## src/rtl/step_pulse_gen.sv

```systemverilog
// Debounced up/down step pulse generator with hold-to-auto-repeat for an up/down counter.
// First pulse DB_CYCLES+3 edges after a clean press, then after REP_DELAY, then every REP_RATE.
module step_pulse_gen #(
    parameter logic [19:0] DB_CYCLES = 20'd500000,
    parameter logic [23:0] REP_DELAY = 24'd5000000,
    parameter logic [23:0] REP_RATE  = 24'd1000000
) (
    input  logic clk,
    input  logic reset,
    input  logic btn_up,
    input  logic btn_dn,
    output logic inc_p,
    output logic UHDL,
    output logic held
);

    localparam logic [2:0] IDLE    = 3'd0;
    localparam logic [2:0] HOLD_UP = 3'd1;
    localparam logic [2:0] REP_UP  = 3'd2;
    localparam logic [2:0] HOLD_DN = 3'd3;
    localparam logic [2:0] REP_DN  = 3'd4;

    logic [1:0]  up_sync;
    logic [1:0]  dn_sync;
    logic [1:0]  sync_lvl;     // [0] = up, [1] = down
    logic [19:0] db_cnt [2];
    logic [1:0]  db_state;
    logic [1:0]  db_prev;

    logic [2:0]  state;
    logic [2:0]  state_nxt;
    logic [23:0] timer;
    logic [23:0] timer_nxt;
    logic [23:0] limit;
    logic        tick;
    logic        pulse;
    logic        pulse_dir;
    logic        up_db;
    logic        dn_db;
    logic        up_rise;
    logic        dn_rise;

    always_ff @(posedge clk or posedge reset) begin
        if (reset) begin
            up_sync <= 2'b00;
            dn_sync <= 2'b00;
        end else begin
            up_sync <= {up_sync[0], btn_up};
            dn_sync <= {dn_sync[0], btn_dn};
        end
    end

    assign sync_lvl = {dn_sync[1], up_sync[1]};

    // Counter runs only while the synchronized level disagrees with the stable state,
    // so any bounce back to the stable level restarts the qualification window.
    always_ff @(posedge clk or posedge reset) begin
        if (reset) begin
            db_cnt[0] <= '0;
            db_cnt[1] <= '0;
            db_state  <= 2'b00;
            db_prev   <= 2'b00;
        end else begin
            db_prev <= db_state;
            for (int i = 0; i < 2; i++) begin
                if (sync_lvl[i] == db_state[i]) begin
                    db_cnt[i] <= '0;
                end else if (db_cnt[i] == DB_CYCLES - 20'd1) begin
                    db_state[i] <= sync_lvl[i];
                    db_cnt[i]   <= '0;
                end else if (db_cnt[i] != '1) begin
                    db_cnt[i] <= db_cnt[i] + 20'd1;
                end
            end
        end
    end

    assign up_db   = db_state[0];
    assign dn_db   = db_state[1];
    assign up_rise = db_state[0] & ~db_prev[0];
    assign dn_rise = db_state[1] & ~db_prev[1];

    assign limit = (state == HOLD_UP || state == HOLD_DN) ? REP_DELAY : REP_RATE;
    assign tick  = (timer == limit - 24'd1);

    // Release or an opposing press wins over a step that falls due on the same cycle.
    always_comb begin
        state_nxt = state;
        timer_nxt = (timer == '1) ? timer : timer + 24'd1;
        pulse     = 1'b0;
        pulse_dir = UHDL;
        case (state)
            IDLE: begin
                timer_nxt = '0;
                if (up_rise && !dn_db) begin
                    state_nxt = HOLD_UP;
                    pulse     = 1'b1;
                    pulse_dir = 1'b1;
                end else if (dn_rise && !up_db) begin
                    state_nxt = HOLD_DN;
                    pulse     = 1'b1;
                    pulse_dir = 1'b0;
                end
            end
            HOLD_UP, REP_UP: begin
                if (!up_db || dn_db) begin
                    state_nxt = IDLE;
                    timer_nxt = '0;
                end else if (tick) begin
                    state_nxt = REP_UP;
                    timer_nxt = '0;
                    pulse     = 1'b1;
                    pulse_dir = 1'b1;
                end
            end
            HOLD_DN, REP_DN: begin
                if (!dn_db || up_db) begin
                    state_nxt = IDLE;
                    timer_nxt = '0;
                end else if (tick) begin
                    state_nxt = REP_DN;
                    timer_nxt = '0;
                    pulse     = 1'b1;
                    pulse_dir = 1'b0;
                end
            end
            default: begin
                state_nxt = IDLE;
                timer_nxt = '0;
            end
        endcase
    end

    always_ff @(posedge clk or posedge reset) begin
        if (reset) begin
            state <= IDLE;
            timer <= '0;
            inc_p <= 1'b0;
            UHDL  <= 1'b0;
            held  <= 1'b0;
        end else begin
            state <= state_nxt;
            timer <= timer_nxt;
            inc_p <= pulse;
            held  <= (state_nxt != IDLE);
            if (pulse) begin
                UHDL <= pulse_dir;
            end
        end
    end

endmodule
```

## config.mk

```make
export PLATFORM = sky130hd
export DESIGN_NAME = step_pulse_gen
export DESIGN_NICKNAME = d
export VERILOG_FILES = /design/src/rtl/step_pulse_gen.sv
export SDC_FILE = /design/constraint.sdc
export NUM_CORES = 1
export LEC_CHECK = 0
export CAP_MARGIN = 20
export CORE_ASPECT_RATIO = 0.9
export CORE_MARGIN = 1
export CORE_UTILIZATION = 50
export CTS_CLUSTER_SIZE = 10
export DETAILED_ROUTE_END_ITERATION = 12
export PLACE_DENSITY = 0.76
export SETUP_SLACK_MARGIN = 0.3
export SLEW_MARGIN = 20
export SYNTH_ARGS = -nofsm -noshare
export SYNTH_HDL_FRONTEND = slang
export SYNTH_SLANG_ARGS = --single-unit
```

## constraint.sdc

```tcl
create_clock -name clk -period 5.3 [get_ports clk]
set_input_delay 0.795 -clock clk [delete_from_list [all_inputs] [get_ports clk]]
set_output_delay 0.795 -clock clk [all_outputs]
set_load 0.03 [all_outputs]
```

# [After elaboration in Yosys (flattened, before gate mapping)]
# Index checks and enable logic that the tools add are counted.
[word_totals] reg_bits=78 inputBits=4 output_inout_bits=3 word_cells=88
[op_classes] addsub=4 eq_ne=17 n_mux=32 bitwise_logic=6 n_reduce_logical=17
[ops] op="two-way mux 20 bit" count=6
[ops] op="two-way mux 24 bit" count=4
[ops] op="case mux 24 bit (2 select lines)" count=1
[ops] op="adder 20 x 1 -> 20 bit, second input constant" count=2
[ops] op="== test 20 x 19 -> 1 bit, second input constant" count=2
[ops] op="!= test 20 bit, second input constant" count=2
[ops] op="adder 24 x 1 -> 24 bit, second input constant" count=1
[ops] op="== test 24 bit" count=1
[ops] op="== test 24 bit, second input constant" count=1
[ops] op="subtractor 23 x 1 -> 24 bit, second input constant" count=1
[ops] op="two-way mux 23 bit" count=1
[ops] op="two-way mux 3 bit" count=6
[ops] op="nonzero test 3 bit" count=4
[ops] op="two-way mux 1 bit" count=11
[ops] op="case mux 3 bit (3 select lines)" count=1
[ops] op="!= test 2 bit, second input constant" count=4
[ops] op="AND reduction 7 bit" count=1
[ops] op="== test 3 x 2 -> 1 bit, second input constant" count=2
[ops] op="case mux 1 bit (3 select lines)" count=2
[ops] op="NOT 1 bit" count=4
[ops] op="AND reduction 2 bit" count=2
[ops] op="OR reduction 2 bit" count=2
[ops] op="== test 3 x 1 -> 1 bit, second input constant" count=1
[ops] op="== test 3 bit, second input constant" count=1
[ops] op="7 further kinds" count=13

# [Logic depth before layout (Yosys ltp)]
# Gate-level depths: netlist of run 1.
[depth] depth_word=9 mapped_depth=8 ltp_nobuf=6

# [Worst setup path before layout of run 1]
# OpenSTA, ideal clock, no wires.
[synth_path] path_kind="register to register" startpoint="reg state[0]" endpoint="reg UHDL" setup_time_ns=0.125 t_arrival_ns=1.918 required_time_ns=5.175 setup_slack_ns=3.257 path_stages_with_launch=6 path_buffers=0 period_less_slack_ns=2.043 cell_sequence="dfrtp_1 > nor2b_1 > or4_4 > a2111oi_4 > a21o_1 > mux2_2"
[synth_via] elab_chain_len=9 word_cells_on_any_way=23 classes_between="1 x add/sub; 10 x eq/ne; 6 x mux; 6 x reduce/logical"
[synth_lines] item="from (decl)" line_no="30" text="logic [2:0] state;"
[synth_lines] item="from (signal assigned)" line_no="142" text="state <= state_nxt;"
[synth_lines] item="== test 3 x 1 -> 1 bit or == test 3 x 2 -> 1 bit (tied branches)" line_no="83, 92"
[synth_lines] item="logical OR 1 bit" line_no="83" text="assign limit = (state == HOLD_UP || state == HOLD_DN) ? REP_DELAY : REP_RATE;"
[synth_lines] item="two-way mux 23 bit" line_no="83"
[synth_lines] item="subtractor 23 x 1 -> 24 bit" line_no="84" text="assign tick = (timer == limit - 24'd1);"
[synth_lines] item="== test 24 bit" line_no="84"
[synth_lines] item="two-way mux 1 bit" line_no="109, 120"
[synth_lines] item="two-way mux 1 bit, on equally long branches" line_no="117, 106"
[synth_lines] item="case mux 1 bit (3 select lines) (*)" line_no="92" text="case (state)"
[synth_lines] item="net pulse" line_no="36" text="logic pulse;"
[synth_lines] item="AND reduction 7 bit (no source line) (*)"
[synth_lines] item="to (signal assigned)" line_no="147" text="UHDL <= pulse_dir;"
[synth_lines] item="to (decl)" line_no="13" text="output logic UHDL,"
# The timed path passes the listed nets; every way through them passes the cells marked *.
# A chain may end at the register's enable or synchronous reset.

# [Worst setup path in the final report of run 1]
[layout_path] startpoint="reg state[0]" endpoint="reg timer[14]"
[layout_via] elab_chain_len=8 word_cells_on_any_way=14 classes_between="1 x add/sub; 5 x eq/ne; 5 x mux; 3 x reduce/logical"
[layout_lines] item="== test 3 x 1 -> 1 bit or == test 3 x 2 -> 1 bit (tied branches)" line_no="83, 92"
[layout_lines] item="logical OR 1 bit" line_no="83"
[layout_lines] item="two-way mux 23 bit" line_no="83"
[layout_lines] item="subtractor 23 x 1 -> 24 bit" line_no="84"
[layout_lines] item="== test 24 bit" line_no="84"
[layout_lines] item="two-way mux 24 bit" line_no="109, 120"
[layout_lines] item="two-way mux 24 bit, on equally long branches" line_no="117, 106"
[layout_lines] item="case mux 24 bit (2 select lines) (*)" line_no="92"
[layout_lines] item="net timer_nxt[14]" line_no="33" text="logic [23:0] timer_nxt;"
[layout_lines] item="to (signal assigned)" line_no="143" text="timer <= timer_nxt;"
[layout_lines] item="to (decl)" line_no="32" text="logic [23:0] timer;"
# Marked as above.

==> results of run 1 <==
==> layer usage <==
layer / wire (µm) / vias up
met2: 4000 / 75
met5: 0 / -
met3: 287 / 12
met4: 99 / 0
met1: 3990 / 1668
li1: - / 1626
==> layout make-up <==
| type | instances | share of cell area |
|---|---|---|
| tap | 99 | 0.0272 |
| clock inverter | 5 | 0.0179 |
| timing repair buffer | 10 | 0.0198 |
| clock buffer | 11 | 0.0311 |
| multi-input combinational | 332 | 0.468 |
| sequential | 78 | 0.429 |
| inverter | 9 | 0.00769 |
==> kinds of logic after synthesis <==
group           Yosys count  share of synthesized area
compound gates           78                      0.136
xor+xnor                 46                     0.0957
fa+ha+maj                 3                    0.00892
buf+inv                  27                     0.0318
flops                    78                      0.464
mux                       2                    0.00535
simple gates            203                      0.259
==> state kept, by name (all words and copies together), names as in the netlist, 2 cells and up <==
signal,cells
state,3
db_state,2
dn_sync,2
timer,24
db_cnt,40
up_sync,2
db_prev,2
==> cells in the mapped netlist (6+ instances only) <==
| cell | count | area (µm²) |
|---|---|---|
| dfrtp_1 | 78 | 1950 |
| nor2_1 | 55 | 206 |
| xnor2_1 | 35 | 307 |
| nand2_1 | 31 | 116 |
| nand3_1 | 22 | 110 |
| a21oi_1 | 21 | 105 |
| nand4_1 | 19 | 119 |
| nor3_1 | 14 | 70.1 |
| and4_1 | 12 | 105 |
| a211oi_1 | 11 | 82.6 |
| xor2_1 | 11 | 96.3 |
| and3_1 | 10 | 62.6 |
| inv_1 | 9 | 33.8 |
| buf_2 | 8 | 40.0 |
| nor4_1 | 8 | 50.1 |
| clkbuf_1 | 7 | 26.3 |
| nor4b_1 | 7 | 61.3 |
| o31ai_1 | 7 | 52.6 |
| a2111oi_0 | 6 | 52.6 |
| o21ai_0 | 6 | 30.0 |
==> stage by stage <==
| step | cells | hold slack, ns |
|---|---|---|
| 3_5_place_dp | 528 | 0.338 |
| 4_1_cts | 544 | 0.355 |
| 6_report | 544 | 0.352 |
| 3_3_place_gp | 528 | 0.332 |
| 5_1_grt | 544 | 0.364 |
| 2_1_floorplan | 437 | 0.331 |
==> cell usage in the layout, fill, tap and decap left out, types with 10 or more instances in the layout <==
cell and count:
a21oi_1 21, nor3_1 14, nor2_1 55, and4_1 12, clkbuf_8 10, xnor2_1 35, dfrtp_1 78, xor2_1 11
nand4_1 19, a211oi_1 11, and3_1 10, nand2_1 31, nand3_1 22
==> power breakdown <==
| group | switching (mW) | internal [mW] |
|---|---|---|
| clock network | 0.213 | 0.279 |
| registers | 0.00520 | 0.600 |
| logic | 0.0223 | 0.00907 |
| total | 0.241 | 0.888 |
==> path summary, 6_finish.rpt <==
path	cells after the start	to	from
worst min-delay path	0	up_sync[1]	up_sync[0]
worst min register to register	0	up_sync[1]	up_sync[0]
worst max register to register	5	timer[14]	state[0]
worst max-delay path	5	timer[14]	state[0]
min in group asynchronous	2	db_cnt[12]	reset
max in group asynchronous	3	db_cnt[27]	reset
==> critical path, stage by stage (launching register included) <==
cell and delay [ns]:
dfrtp_1 0.45, nor2b_1 0.18, or4_4 0.50, a2111oi_4 0.40
nand2b_1 0.79, nor3_1 0.14
==> impl_results.md, run 1 <==
* CP Data Arrival Time at 2.81 ns
* Max Cap Viol at 0
* Crit-path max FO at 26
* Total Routing Usage GR at 0.206
* Pre-Repair DR Iteration Count at 4
* Num CTS Buffers at 9
* Post-detail-place hpwl at 5740 µm
* First-pass GRT wire length at 14300 µm
* Row count at 31
* Finished Core Util at 0.562
* Grt ovf at 0
* Post-synth EDFFs at 0
* CP Data Required Time at 5.49 ns
* P per Cell Area at 248 mW/mm²
* Post-Synthesis Cells at 437
* Place WS at 2.61 ns
* WS Path Type: flop to flop
* Fmax at 381 MHz
* H-tree levels at 3
* Hold_buf cts at 0
* Grt met3 use at 0.0414
* Core area at 0.00811 mm²
* Syn-to-layout area delta at 8.14%
* Hold crit path type: flop to flop
* Setup_tns at 0 ns
* Worst rel slew slack at 0.362
* Yosys reg bits at 78
* RSZ-0062 raised after global routing: no
* Initial antenna violation count at 0
* I/O pin count at 7
* Clock buffer depth at 2
* Crit path launch type: flop
* GRT busiest layer: met2
* Largest net degree at the start of global routing at 43
* Predominant post-synthesis flop cell: dfrtp_1
* Final nets at 447
* DR WL/cell at 15.4 µm
* Share of layout cells above drive strength 1 at 0.0719
* Synth async-reset ratio at 1.00
* Port bufs at 6
* Post-CTS Resized at 0
* Fin area at 0.00455 mm²
* Iter 0 DRT Violations at 165
* Final Setup Violations at 0
* Die X at 98.7 µm
* Syn Area/Cell at 9.63 µm²
* Starting density of the core at 0.519
* # diodes at 0
* Clock Latency Late Sink at 0.35 ns
* Vias per std cell at 6.22
* Die height at 89.1 µm
* Final hold vios at 0
* Clock Pin Slew Worst Setup and Hold Paths at 0.08 ns
* Via count of the first global-routing pass at 3091
* Post-synth cell types at 51
* Total power at 1.13 mW
* Area of placed instances at 0.00433 mm²
* Syn nets at 444
* Max-slew violations at 0
* Worst VDD drop at 0.184 mV
* Fill cells at 711
* Sequential Area at 0.00195 mm²
* Met1 GRT Util at 0.273
* CTS root buffer: clkbuf_8
* Final antenna-violating net count at 0
* Crit path capture type: flop
* Via count at 3381
* RePlAce Congestion at 0.855
* Yosys warnings at 0
* Num Clock Sinks at 78
* WL final at 8370 µm
* Final period demand of the worst path at 2.62 ns
* DRC violations left at 0
* Static leakage at 1.70 nW
* Die area at 0.00879 mm²
* Setup slack, reg-to-reg at 2.68 ns
* Met2 Use GR at 0.341
* Register area share after synthesis at 0.464
* Area of the multi-input gates at 0.00213 mm²
* Slew @ Worst Pin at 0.954 ns
* Post-CTS setup buffers at 0
* Final period util at 0.495
* CTS tree: done
* Status: complete, no violations
* Clock skew at 0.0116 ns
* Post-synthesis cell area at 0.00421 mm²
* Fin worst setup slack at 2.68 ns
Note: power is estimated with default switching activity, not from simulation.
==> run 2, diff against run 1 <==
- PLACE_DENSITY: 0.76 -> 0.79
- clock period: 5.3 -> 2.4 ns (I/O delays scaled with it)
==> run 2 against run 1 <==
  * Via count grew 0.44%
  * Global-route usage grew 0.77 points
  * Die area is the same
  * Worst hold slack lost 0.050 ns
  * Critical path depth is the same
  * Largest power group unchanged
==> impl_results.md, run 2 (synthesis results as in run 1) <==
* Status: complete, no violations
* Crit path launch type: flop
* Final nets at 467
* Met1 GRT Util at 0.273
* Core area at 0.00811 mm²
* Worst VDD drop at 0.496 mV
* Finished Core Util at 0.587
* Clock buffer depth at 2
* Largest net degree at the start of global routing at 55
* Total Routing Usage GR at 0.213
* Vias per std cell at 6.02
* P per Cell Area at 516 mW/mm²
* RePlAce Congestion at 0.886
* Max Cap Viol at 0
* Row count at 31
* CTS root buffer: clkbuf_8
* Share of layout cells above drive strength 1 at 0.133
* Crit-path max FO at 4
* Max-slew violations at 0
* Switching Share at 0.220
* Via count at 3396
* Final Setup Violations at 0
* Final hold vios at 0
* Final antenna-violating net count at 0
* Largest registers: db_cnt: 40 flops, timer: 24 flops, state: 3 flops
* Syn-to-layout area delta at 13.1%
* Hold crit path type: primary input to async pin
* DR WL/cell at 14.9 µm
* Most common cell after layout, fill and taps aside: dfrtp_1
* Port bufs at 6
* I/O pin count at 7
* GRT busiest layer: met2
* Static leakage at 1.80 nW
* Starting density of the core at 0.519
* Worst rel slew slack at 0.666
* FF-to-FF End: UHDL
* CTS tree: done
* Reg power frac at 0.544
* Most flops, register: db_cnt
* Clock skew at 0.0134 ns
* Hold_buf cts at 0
* Slew @ Worst Pin at 0.488 ns
* Die area at 0.00879 mm²
* Final period util at 0.864
* Worst r2r path cells at 5
* Pint at 1.92 mW
* CP Data Arrival Time at 2.32 ns
* Clock Latency Late Sink at 0.37 ns
* DRC violations left at 0
* Most frequent cells in the layout: 74 x dfrtp_1, 54 x nor2_1, 35 x xnor2_1
* Met2 Use GR at 0.344
* Num CTS Buffers at 9
* Clock Pin Slew Worst Setup and Hold Paths at 0.08 ns
* Final period demand of the worst path at 2.07 ns
* Fill cells at 677
* CP Data Required Time at 2.65 ns
* Iter 0 DRT Violations at 165
* WS Path Type: flop to flop
* Clock Power Share at 0.425
* Setup_tns at 0 ns
* # diodes at 0
* Crit path capture type: flop
* Post-detail-place hpwl at 5620 µm
* Worst r2r src: state[0]
* Num Clock Sinks at 78
* Via count of the first global-routing pass at 3234
* Number of flip-flops in the largest register at 40
* First-pass GRT wire length at 14700 µm
* RSZ-0062 raised after global routing: yes
* WL final at 8410 µm
* Fmax at 482 MHz
* Comb pwr share at 0.031
* Setup slack, reg-to-reg at 0.33 ns
* Grt met3 use at 0.0586
* Grt ovf at 0
* Switching power at 0.540 mW
* Pre-Repair DR Iteration Count at 4
* Die X at 98.7 µm
* Die height at 89.1 µm
* Initial antenna violation count at 0
* H-tree levels at 3
==> run 2: worst max-delay path by stage <==
| stage | startpoint | end | slack (ns) | depth (start not counted) |
|---|---|---|---|---|
| after floorplan | state[0] | UHDL | 0.36 | 5 |
| after global placement | state[0] | UHDL | 0.30 | 5 |
| after detailed placement | state[0] | timer[16] | 0.23 | 6 |
| after CTS | timer[11] | UHDL | 0.31 | 5 |
| after global routing | db_cnt[20] | db_cnt[22] | 0.22 | 7 |
| final | state[0] | UHDL | 0.33 | 5 |
==> run 2: final cells by class <==
cell class                      instances  area, µm²  area share
Multi-Input combinational cell        332       2160       0.453
Sequential cell                        78       1960       0.411
Timing Repair Buffer                   30        265      0.0557
Clock buffer                           12        165      0.0347
Tap cell                               99        124      0.0260
Clock inverter                          4       53.8      0.0113
Inverter                                9       37.5     0.00788
==> run 2: power groups by stage <==
stage | registers [mW] | clock network [mW] | logic, mW
final | 1.34 | 1.05 | 0.0757
after CTS | 1.34 | 1.08 | 0.0777
after detailed placement | 1.36 | 0 | 0.0775
after global routing | 1.34 | 1.13 | 0.0881
after floorplan | 1.36 | 0 | 0.0514
after global placement | 1.36 | 0 | 0.0761
==> run 2: per-layer routing <==
metal / share of wire / wire length (µm) / up-vias
met2: 0.47 / 3980 / 70
met5: 0 / 0 / -
met3: 0.041 / 349 / 16
li1: - / - / 1661
met4: 0.017 / 144 / 0
met1: 0.47 / 3940 / 1649
==> run 2: per-stage QoR <==
| step | hold slack [ns] | power, mW | setup WS [ns] | cell area [µm²] | std cells |
|---|---|---|---|---|---|
| 2_1_floorplan | 0.331 | 1.41 | 0.357 | 4210 | 437 |
| 3_3_place_gp | 0.336 | 1.44 | 0.299 | 4430 | 538 |
| 3_5_place_dp | 0.335 | 1.44 | 0.231 | 4430 | 538 |
| 4_1_cts | 0.288 | 2.50 | 0.308 | 4700 | 558 |
| 5_1_grt | 0.322 | 2.55 | 0.221 | 4760 | 564 |
| 6_report | 0.302 | 2.46 | 0.327 | 4760 | 564 |
==> run 2: timing repair <==
item,in CTS,in global routing
pin swaps,3,4
setup endpoints to repair,25,39
buffers inserted,4,6
gates resized for setup,5,8
==> run 2: critical path, cell delays in order (launching register included) <==
cell and delay (ns):
dfrtp_2 0.42, nor2b_4 0.14, or4_4 0.49, a2111oi_4 0.39, a21o_1 0.20, mux2_2 0.33
